## src/rtl/mem_arbiter.sv

```systemverilog
// mem_arbiter: shares one 256x8 registered-read memory between NREQ requesters.
// Independent round-robin arbiters for the write and read ports, registered
// memory controls, tagged 2-cycle read return with same-cycle write bypass.
// Optional burst lock is compiled in when MEM_ARB_LOCK_EN is defined.

module RrArbiter #(
    parameter int NREQ = 4,
    parameter int PW   = 2
) (
    input  logic            clock,
    input  logic            reset,
    input  logic [NREQ-1:0] i_req,
    input  logic [NREQ-1:0] i_lock,
    output logic [NREQ-1:0] o_gnt,
    output logic [PW-1:0]   o_idx
);
    logic [PW-1:0] r_ptr;
    logic          w_found;
    logic [PW-1:0] w_idx;
`ifdef MEM_ARB_LOCK_EN
    logic [PW-1:0] r_last;
    logic          r_last_vld;
    logic          w_hold;
`else
    logic          w_lock_unused;
    assign w_lock_unused = ^i_lock;
`endif

    // Winner is the first requester at or above the pointer, else the first below it; no grants while in reset
    always_comb begin
        w_found = 1'b0;
        w_idx   = '0;
`ifdef MEM_ARB_LOCK_EN
        w_hold  = 1'b0;
`endif
        for (int i = 0; i < NREQ; i++) begin
            if (!w_found && i_req[i] && (i >= int'(r_ptr))) begin
                w_found = 1'b1;
                w_idx   = PW'(i);
            end
        end
        for (int i = 0; i < NREQ; i++) begin
            if (!w_found && i_req[i]) begin
                w_found = 1'b1;
                w_idx   = PW'(i);
            end
        end
`ifdef MEM_ARB_LOCK_EN
        if (r_last_vld && i_lock[r_last] && i_req[r_last]) begin
            w_found = 1'b1;
            w_idx   = r_last;
            w_hold  = 1'b1;
        end
`endif
        if (!reset) begin
            w_found = 1'b0;
        end
    end

    assign o_gnt = w_found ? (NREQ'(1) << w_idx) : '0;
    assign o_idx = w_idx;

    // Pointer moves just past the winner; a locked re-grant leaves it in place
    always_ff @(posedge clock or negedge reset) begin
        if (!reset) begin
            r_ptr <= '0;
`ifdef MEM_ARB_LOCK_EN
            r_last     <= '0;
            r_last_vld <= 1'b0;
`endif
        end else if (w_found) begin
`ifdef MEM_ARB_LOCK_EN
            r_last     <= w_idx;
            r_last_vld <= 1'b1;
            if (!w_hold) begin
                r_ptr <= (w_idx == PW'(NREQ - 1)) ? '0 : w_idx + 1'b1;
            end
`else
            r_ptr <= (w_idx == PW'(NREQ - 1)) ? '0 : w_idx + 1'b1;
`endif
        end
    end
endmodule

module mem_arbiter #(
    parameter int NREQ = 4,
    parameter int AW   = 8,
    parameter int DW   = 8
) (
    input  logic               clock,
    input  logic               reset,
    input  logic [NREQ-1:0]    wr_req,
    input  logic [NREQ*AW-1:0] wr_addr,
    input  logic [NREQ*DW-1:0] wr_data,
    output logic [NREQ-1:0]    wr_gnt,
    input  logic [NREQ-1:0]    rd_req,
    input  logic [NREQ*AW-1:0] rd_addr,
    output logic [NREQ-1:0]    rd_gnt,
    output logic [NREQ-1:0]    rd_valid,
    output logic [DW-1:0]      rd_data,
    input  logic [NREQ-1:0]    lock,
    output logic               mem_we,
    output logic [AW-1:0]      mem_wra,
    output logic [DW-1:0]      mem_wrd,
    output logic [AW-1:0]      mem_rda,
    input  logic [DW-1:0]      mem_rdd
);
    localparam int PW = $clog2(NREQ);

    logic [NREQ-1:0] w_wr_gnt;
    logic [NREQ-1:0] w_rd_gnt;
    logic [PW-1:0]   w_wr_idx;
    logic [PW-1:0]   w_rd_idx;
    logic            w_wr_acc;
    logic            w_rd_acc;
    logic [AW-1:0]   w_wr_a;
    logic [DW-1:0]   w_wr_d;
    logic [AW-1:0]   w_rd_a;
    logic            w_hit;

    logic            r_mem_we;
    logic [AW-1:0]   r_mem_wra;
    logic [DW-1:0]   r_mem_wrd;
    logic [AW-1:0]   r_mem_rda;
    logic            r_vld1;
    logic [PW-1:0]   r_own1;
    logic            r_hit1;
    logic [DW-1:0]   r_byp1;
    logic            r_vld2;
    logic [PW-1:0]   r_own2;
    logic            r_hit2;
    logic [DW-1:0]   r_byp2;

    RrArbiter #(.NREQ(NREQ), .PW(PW)) u_wr_arb (
        .clock  (clock),
        .reset  (reset),
        .i_req  (wr_req),
        .i_lock (lock),
        .o_gnt  (w_wr_gnt),
        .o_idx  (w_wr_idx)
    );

    RrArbiter #(.NREQ(NREQ), .PW(PW)) u_rd_arb (
        .clock  (clock),
        .reset  (reset),
        .i_req  (rd_req),
        .i_lock (lock),
        .o_gnt  (w_rd_gnt),
        .o_idx  (w_rd_idx)
    );

    assign wr_gnt   = w_wr_gnt;
    assign rd_gnt   = w_rd_gnt;
    assign w_wr_acc = |(wr_req & w_wr_gnt);
    assign w_rd_acc = |(rd_req & w_rd_gnt);

    // Steer the granted requester's address and data onto the memory side
    always_comb begin
        w_wr_a = '0;
        w_wr_d = '0;
        w_rd_a = '0;
        for (int i = 0; i < NREQ; i++) begin
            if (w_wr_gnt[i]) begin
                w_wr_a = wr_addr[i*AW +: AW];
                w_wr_d = wr_data[i*DW +: DW];
            end
            if (w_rd_gnt[i]) begin
                w_rd_a = rd_addr[i*AW +: AW];
            end
        end
    end

    assign w_hit = w_wr_acc && w_rd_acc && (w_wr_a == w_rd_a);

    // Write port: strobe for one cycle per accepted write, address/data hold otherwise
    always_ff @(posedge clock or negedge reset) begin
        if (!reset) begin
            r_mem_we  <= 1'b0;
            r_mem_wra <= '0;
            r_mem_wrd <= '0;
        end else begin
            r_mem_we <= w_wr_acc;
            if (w_wr_acc) begin
                r_mem_wra <= w_wr_a;
                r_mem_wrd <= w_wr_d;
            end
        end
    end

    // Read stage 1: drive the memory address and capture owner tag plus any colliding write data
    always_ff @(posedge clock or negedge reset) begin
        if (!reset) begin
            r_mem_rda <= '0;
            r_vld1    <= 1'b0;
            r_own1    <= '0;
            r_hit1    <= 1'b0;
            r_byp1    <= '0;
        end else begin
            r_vld1 <= w_rd_acc;
            if (w_rd_acc) begin
                r_mem_rda <= w_rd_a;
                r_own1    <= w_rd_idx;
                r_hit1    <= w_hit;
                r_byp1    <= w_wr_d;
            end
        end
    end

    // Read stage 2: tag travels alongside the memory's registered read
    always_ff @(posedge clock or negedge reset) begin
        if (!reset) begin
            r_vld2 <= 1'b0;
            r_own2 <= '0;
            r_hit2 <= 1'b0;
            r_byp2 <= '0;
        end else begin
            r_vld2 <= r_vld1;
            r_own2 <= r_own1;
            r_hit2 <= r_hit1;
            r_byp2 <= r_byp1;
        end
    end

    assign mem_we   = r_mem_we;
    assign mem_wra  = r_mem_wra;
    assign mem_wrd  = r_mem_wrd;
    assign mem_rda  = r_mem_rda;
    assign rd_valid = r_vld2 ? (NREQ'(1) << r_own2) : '0;
    assign rd_data  = r_vld2 ? (r_hit2 ? r_byp2 : mem_rdd) : '0;
endmodule

```

## config.mk

```make
export PLATFORM = sky130hd
export DESIGN_NAME = mem_arbiter
export DESIGN_NICKNAME = d
export VERILOG_FILES = /design/src/rtl/mem_arbiter.sv
export SDC_FILE = /design/constraint.sdc
export NUM_CORES = 1
export LEC_CHECK = 0
export ABC_AREA = 1
export BUFFER_PORTS_ARGS = -buffer_cell sky130_fd_sc_hd__buf_2
export CORE_UTILIZATION = 27
export DETAILED_ROUTE_END_ITERATION = 8
export SKIP_CTS_REPAIR_TIMING = 1
export SLEW_MARGIN = 20
export SYNTH_ARGS = -nofsm -noshare
export SYNTH_HDL_FRONTEND = slang
export SYNTH_SLANG_ARGS = --single-unit
```

## constraint.sdc

```tcl
create_clock -name clock -period 2.6 [get_ports clock]
set_clock_uncertainty 0.15 [all_clocks]
set_input_delay 0.39 -clock clock [delete_from_list [all_inputs] [get_ports clock]]
set_output_delay 0.39 -clock clock [all_outputs]
set_load 0.02 [all_outputs]
```

# Word-level counts from Yosys, hierarchy flattened
# Index checks and enable logic that the tools add are counted.
[totals]
output_inout_bits = 45
register_bits = 53
latch_bits = 0
inputBits = 118
rom_bits = 0
elab_cells = 119
mem_count = 0
ramBits = 0
[classes]
bitwise = 2
addsub = 2
n_shift = 3
reduce_logical = 38
order_cmp = 6
mul = 0
muxes = 51
div = 0
eq_ne = 3
[ops]
columns = ["operator", "n"]
rows = [
  ["$mux W8", 14],
  ["$mux W2", 14],
  ["$logic_and A1 B1 Y1", 22],
  ["$mux W1", 20],
  ["$logic_not A1 Y1", 14],
  ["$mux W4", 3],
  ["$shl A1 B2 Y4 const A", 3],
  ["$and A4 B4 Y4", 2],
  ["$eq A8 B8 Y1", 1],
  ["$ge A1 B2 Y1 const A", 4],
  ["$reduce_or A4 Y1", 2],
  ["$add A2 B1 Y2 const B", 2],
  ["$eq A2 B2 Y1 const B", 2],
  ["$ge A2 B2 Y1 const A", 2],
]

# Depth between registers and ports, before layout
[depth]
word_depth = 34
ltp_mapped = 23
mapped_depth_nobuf = 23

# Hierarchy
# From an unflattened synthesis, not the netlist that was laid out.
[hier_totals]
hier_cells = 495
area_unflattened_um2 = 3439.5
[by_module_without_submodules]
columns = ["module", "n_inst", "area_per_inst_um2", "seq_area_each_um2", "cells_per_inst"]
rows = [
  ["mem_arbiter", 1, 2896.5, 1226.2, 407],
  ["RrArbiter", 2, 271.5, 50.0, 44],
]

# Worst setup path after synthesis
# No wires, ideal clock.
[synth_path]
kind = "in2reg"
start = "input port rd_req[1]"
end = "register r_mem_rda[7], in the netlist mem_rda[7]"
stages = 18
n_path_buf = 2
required_ps = 2327
arrival_ps = 2307
slack_ps = 20
setup_ps = 123
cell_sequence = "inv_2 -> nand2_1 -> nand2_1 -> nand2_1 -> nor2_2 -> inv_1 -> o211ai_1 -> ha_1 -> inv_1 -> nor2_2 -> nand2_1 -> nand2_1 -> or2_1 -> buf_6 -> clkinv_8 -> buf_8 -> nand2_1 -> o21ai_2"
[synth_via]
elab_cells_between_ends = 38
[synth_rtl]
columns = ["item", "line_no", "text"]
rows = [
  ["from (decl)", "96", "input logic [NREQ-1:0] rd_req,"],
  ["$logic_and A1 B1 Y1 (2 in a row)", "37", "if (!w_found && i_req[i] && (i >= int'(r_ptr))) begin"],
  ["$mux W1", "37", ""],
  ["$logic_not A1 Y1", "37", ""],
  ["$logic_and A1 B1 Y1 (2 in a row)", "37", ""],
  ["$mux W1", "37", ""],
  ["$logic_not A1 Y1", "37", ""],
  ["$logic_and A1 B1 Y1", "37", ""],
  ["$mux W1", "37", ""],
  ["[... 11 more ...]", "-", ""],
  ["$mux W2 (*)", "43", "if (!w_found && i_req[i]) begin"],
  ["named net u_rd_arb.o_idx[0]", "15", "output logic [PW-1:0] o_idx"],
  ["$shl A1 B2 Y4 (*)", "60", "assign o_gnt = w_found ? (NREQ'(1) << w_idx) : '0;"],
  ["$mux W4 (*)", "60", ""],
  ["named net rd_gnt[1]", "98", "output logic [NREQ-1:0] rd_gnt,"],
  ["$and A4 B4 Y4 (*)", "155", "assign w_rd_acc = |(rd_req & w_rd_gnt);"],
  ["$reduce_or A4 Y1 (*)", "155", ""],
  ["named net w_rd_acc", "115", "logic w_rd_acc;"],
  ["to (signal assigned)", "201", "r_mem_rda <= w_rd_a;"],
  ["to (decl)", "124", "logic [AW-1:0] r_mem_rda;"],
]
# The timed path passes the listed nets; every way through them passes the cells marked *.
# A chain may end at the register's enable or synchronous reset.

# Worst setup path after layout
[layout_path]
start = "register u_rd_arb.r_ptr[0]"
end = "output port rd_gnt[3]"
[layout_via]
elab_chain_len = 28
elab_cells_between_ends = 38
[layout_lines]
columns = ["item", "line_no", "text"]
rows = [
  ["from (decl)", "17", "logic [PW-1:0] r_ptr;"],
  ["from (signal assigned)", "79", "r_ptr <= (w_idx == PW'(NREQ - 1)) ? '0 : w_idx + 1'b1;"],
  ["$ge A1 B2 Y1", "37", ""],
  ["$logic_and A1 B1 Y1", "37", ""],
  ["$mux W1", "37", ""],
  ["$logic_not A1 Y1", "37", ""],
  ["$logic_and A1 B1 Y1 (2 in a row)", "37", ""],
  ["$mux W1", "37", ""],
  ["$logic_not A1 Y1", "37", ""],
  ["$logic_and A1 B1 Y1 (2 in a row)", "37", ""],
  ["[... 11 more ...]", "-", ""],
  ["$logic_and A1 B1 Y1", "43", ""],
  ["$mux W1", "43", ""],
  ["$logic_not A1 Y1", "43", ""],
  ["$logic_and A1 B1 Y1", "43", ""],
  ["$mux W2 (*)", "43", ""],
  ["named net u_rd_arb.o_idx[0]", "15", ""],
  ["$shl A1 B2 Y4 (*)", "60", ""],
  ["$mux W4 (*)", "60", ""],
  ["to (decl)", "98", ""],
]
# Marks and branches as above.

==> metrics.txt <==
status finished, violations left; failing checks negative setup slack; RSZ-0062 raised after global routing true; Final Setup Violations 22; first drt pass iteration count 4; 1st-iter DRT viols approximately 130; core area ~13000 um2; distinct cell type count after synthesis 35; initial antenna violation count 0; Final Hold Vio Count 0; residual DRC count 0; first-pass GRT wire length between 15000 and 20000 um; min-delay worst type input port to flop; mapped cell area around 3500 um2; CP Max Fanout 4; Main synth FF type dfrtp_1; drt wl/cell around 13 um; sequential-to-total area share from yosys stat between 30% and 40%; startpoint types flop; EDFF count, synth 0; Max-slew headroom between 70 and 80%; clk slew on worst S/H paths 0.07 ns; Clock Sink Count 53; Initial Util approximately 28%; Clock Latency Late Sink between 0.2 and 0.3 ns; Cells after DPL between 800 and 900; final-stage net count roughly 830; Leakage 2.86 nW; CTS tree yes; hold slack ~0.19 ns; capturing element type of the critical path primary output; Worst EP arrival roughly 2.2 ns; max-slew violation count 0; fillers around 1.3k; HPWL Detailed ~8600 um; fin crit share 106%; register area around 1300 um2; critical path's slowest cell dfrtp_1; Gate Count Post-Synth 497; multi-input logic area about 2000 um2; vias in the first global route roughly 3.4k; commonest non-fill, non-tap cell in the layout buf_2; minimum clock period roughly 2.8 ns; drt via density approximately 4.5; pre-CTS WS -0.190 ns; count of input and output buffers approximately 160; crit path kind flop to primary output; P per Cell Area roughly 940 nW/um2; Total Die Area around 13000 um2; Synth Warn # 0; Ant. Diodes 0; final design utilization a little over two fifths; routed vias 3912; R2R Setup Slk -0.10 ns; Longest Clk Path Bufs 2; max_cap viols 0; max frequency 362 MHz; GRT Total Usage between 15 and 20%; crit-path max cell delay 0.41 ns; fin worst setup slack -0.163 ns; CTS root buf clkbuf_16; Slew @ Worst Pin ~0.39 ns; H-tree Lvls 2; Peak VDD IR about 550 uV; grt ovf 0; Synth Area per Inst roughly 7 um2; gp weighted congestion 0.817; Yosys reg bits 53; Row Count just over 40; CTS Buf Count 5; die width 115 um; commonest non-fill, non-tap cells in the layout buf_2 (153), nand2_1 (128), dfrtp_1 (53), inv_1 (51), nor2_1 (48); largest net degree at the start of global routing 32; IO Pins roughly 160; Area Growth Syn to Fin 53.8%; die height about 120 um; worst-path cell chain nand2_2, a21oi_2, nand2_2, nor2_4, inv_1, o211ai_1, buf_4, ha_4, nand3_4, inv_4, buf_6, buf_6; Post-DRT Antenna Nets 0; fraction of layout instances using a drive strength above 1 about two fifths; Critical Path RT between 2 and 2.5 ns; WL final about 11000 um; syn_nets 620; final instance count without filler cells approximately 880; async set-reset flop share out of synthesis between 90% and 100%
-- critical path, delay by kind of cell (launching register included) --
family,cells,cell delay [ns]
compound gates,2,0.39
flops,1,0.41
buf+inv,5,0.57
simple gates,4,0.43
fa+ha+maj,1,0.14
-- state kept, by name, indices dropped and copies added, names as in the netlist --
name            flops
r_byp1              8
r_own2              2
u_wr_arb.r_ptr      2
r_vld1              1
r_vld2              1
u_rd_arb.r_ptr      2
r_hit1              1
r_hit2              1
mem_wrd             8
r_own1              2
mem_we              1
mem_rda             8
r_byp2              8
mem_wra             8
-- through the flow --
| stage | area, um2 | setup TNS, ns | total power, W |
|---|---|---|---|
| floorplan | 3470 | 0 | 0.00297 |
| global placement | 4710 | -2.27 | 0.00387 |
| detailed placement | 4710 | -2.92 | 0.00389 |
| CTS | 4860 | -2.30 | 0.00459 |
| global route | 5340 | -5.62 | 0.00543 |
| finish | 5340 | -1.54 | 0.00501 |
-- per-layer routing --
metal / vias up / share of wire (%) / GRT usage, %
met5: - / 0 / 0
met4: 0 / 0.46 / 2.60
met3: 6 / 4.5 / 2.69
met2: 100 / 48 / 26.1
met1: 1775 / 47 / 21.7
li1: 2031 / - / -
-- path summary, 6_finish.rpt --
kind,start,to,depth (start not counted)
hold reg to reg,r_vld1$_DFF_PN0_,r_vld2$_DFF_PN0_,0
setup / recovery,u_rd_arb.r_ptr[0]$_DFFE_PN0N_,rd_gnt[3],12
min in group asynchronous,reset,mem_we$_DFF_PN0_,3
setup reg to reg,u_rd_arb.r_ptr[0]$_DFFE_PN0N_,r_hit1$_DFFE_PN0N_,21
hold / removal,wr_addr[29],mem_wra[5]$_DFFE_PN0P_,3
max in group asynchronous,reset,mem_rda[0]$_DFFE_PN0N_,4
-- power by group --
part           switching [W]  total (W)  leakage (nW)  internal, W
Sequential          0.000217    0.00140         0.660      0.00119
Combinational        0.00172    0.00294          2.13      0.00122
Clock               0.000312   0.000676        0.0680     0.000364
-- cell families (layout without fill, tap and decap cells) --
family,Yosys count,in the layout,synth area share [%]
AOI/OAI and AO/OA,82,82,13.6
adders and majority gates,5,5,1.80
and+or+nand+nor,277,279,35.3
buffers and inverters,80,287,11.1
DFF,53,53,38.2
-- cell usage after synthesis, types with 3 or more instances --
master	count	area share, %
nand2_1	142	15
inv_1	54	5.8
dfrtp_1	53	38
nor2_1	52	5.6
nand3_1	41	5.9
o21ai_0	24	3.5
a21oi_1	22	3.2
nand4_1	14	2.5
o21ai_1	13	1.9
buf_2	7	1.0
o31ai_1	7	1.5
buf_4	5	1.1
ha_1	5	1.8
inv_2	5	0.54
a31oi_1	4	0.72
nand2_2	4	0.72
nor2_2	4	0.72
nor3_1	4	0.58
o211ai_1	4	0.87
o21ai_2	4	1.0
or2_2	4	0.72
buf_6	3	0.97
nand3_2	3	0.87
-- layout make-up --
cell class / count / share of cell area (%)
Clock inverter: 3 / 0.492
Multi-Input combinational cell: 366 / 36.9
Tap cell: 172 / 4.03
Clock buffer: 5 / 2.34
Timing Repair inverter: 2 / 0.868
Inverter: 61 / 5.11
Sequential cell: 53 / 24.9
Timing Repair Buffer: 216 / 25.4
No activity file was read; power rests on OpenSTA's default activity.
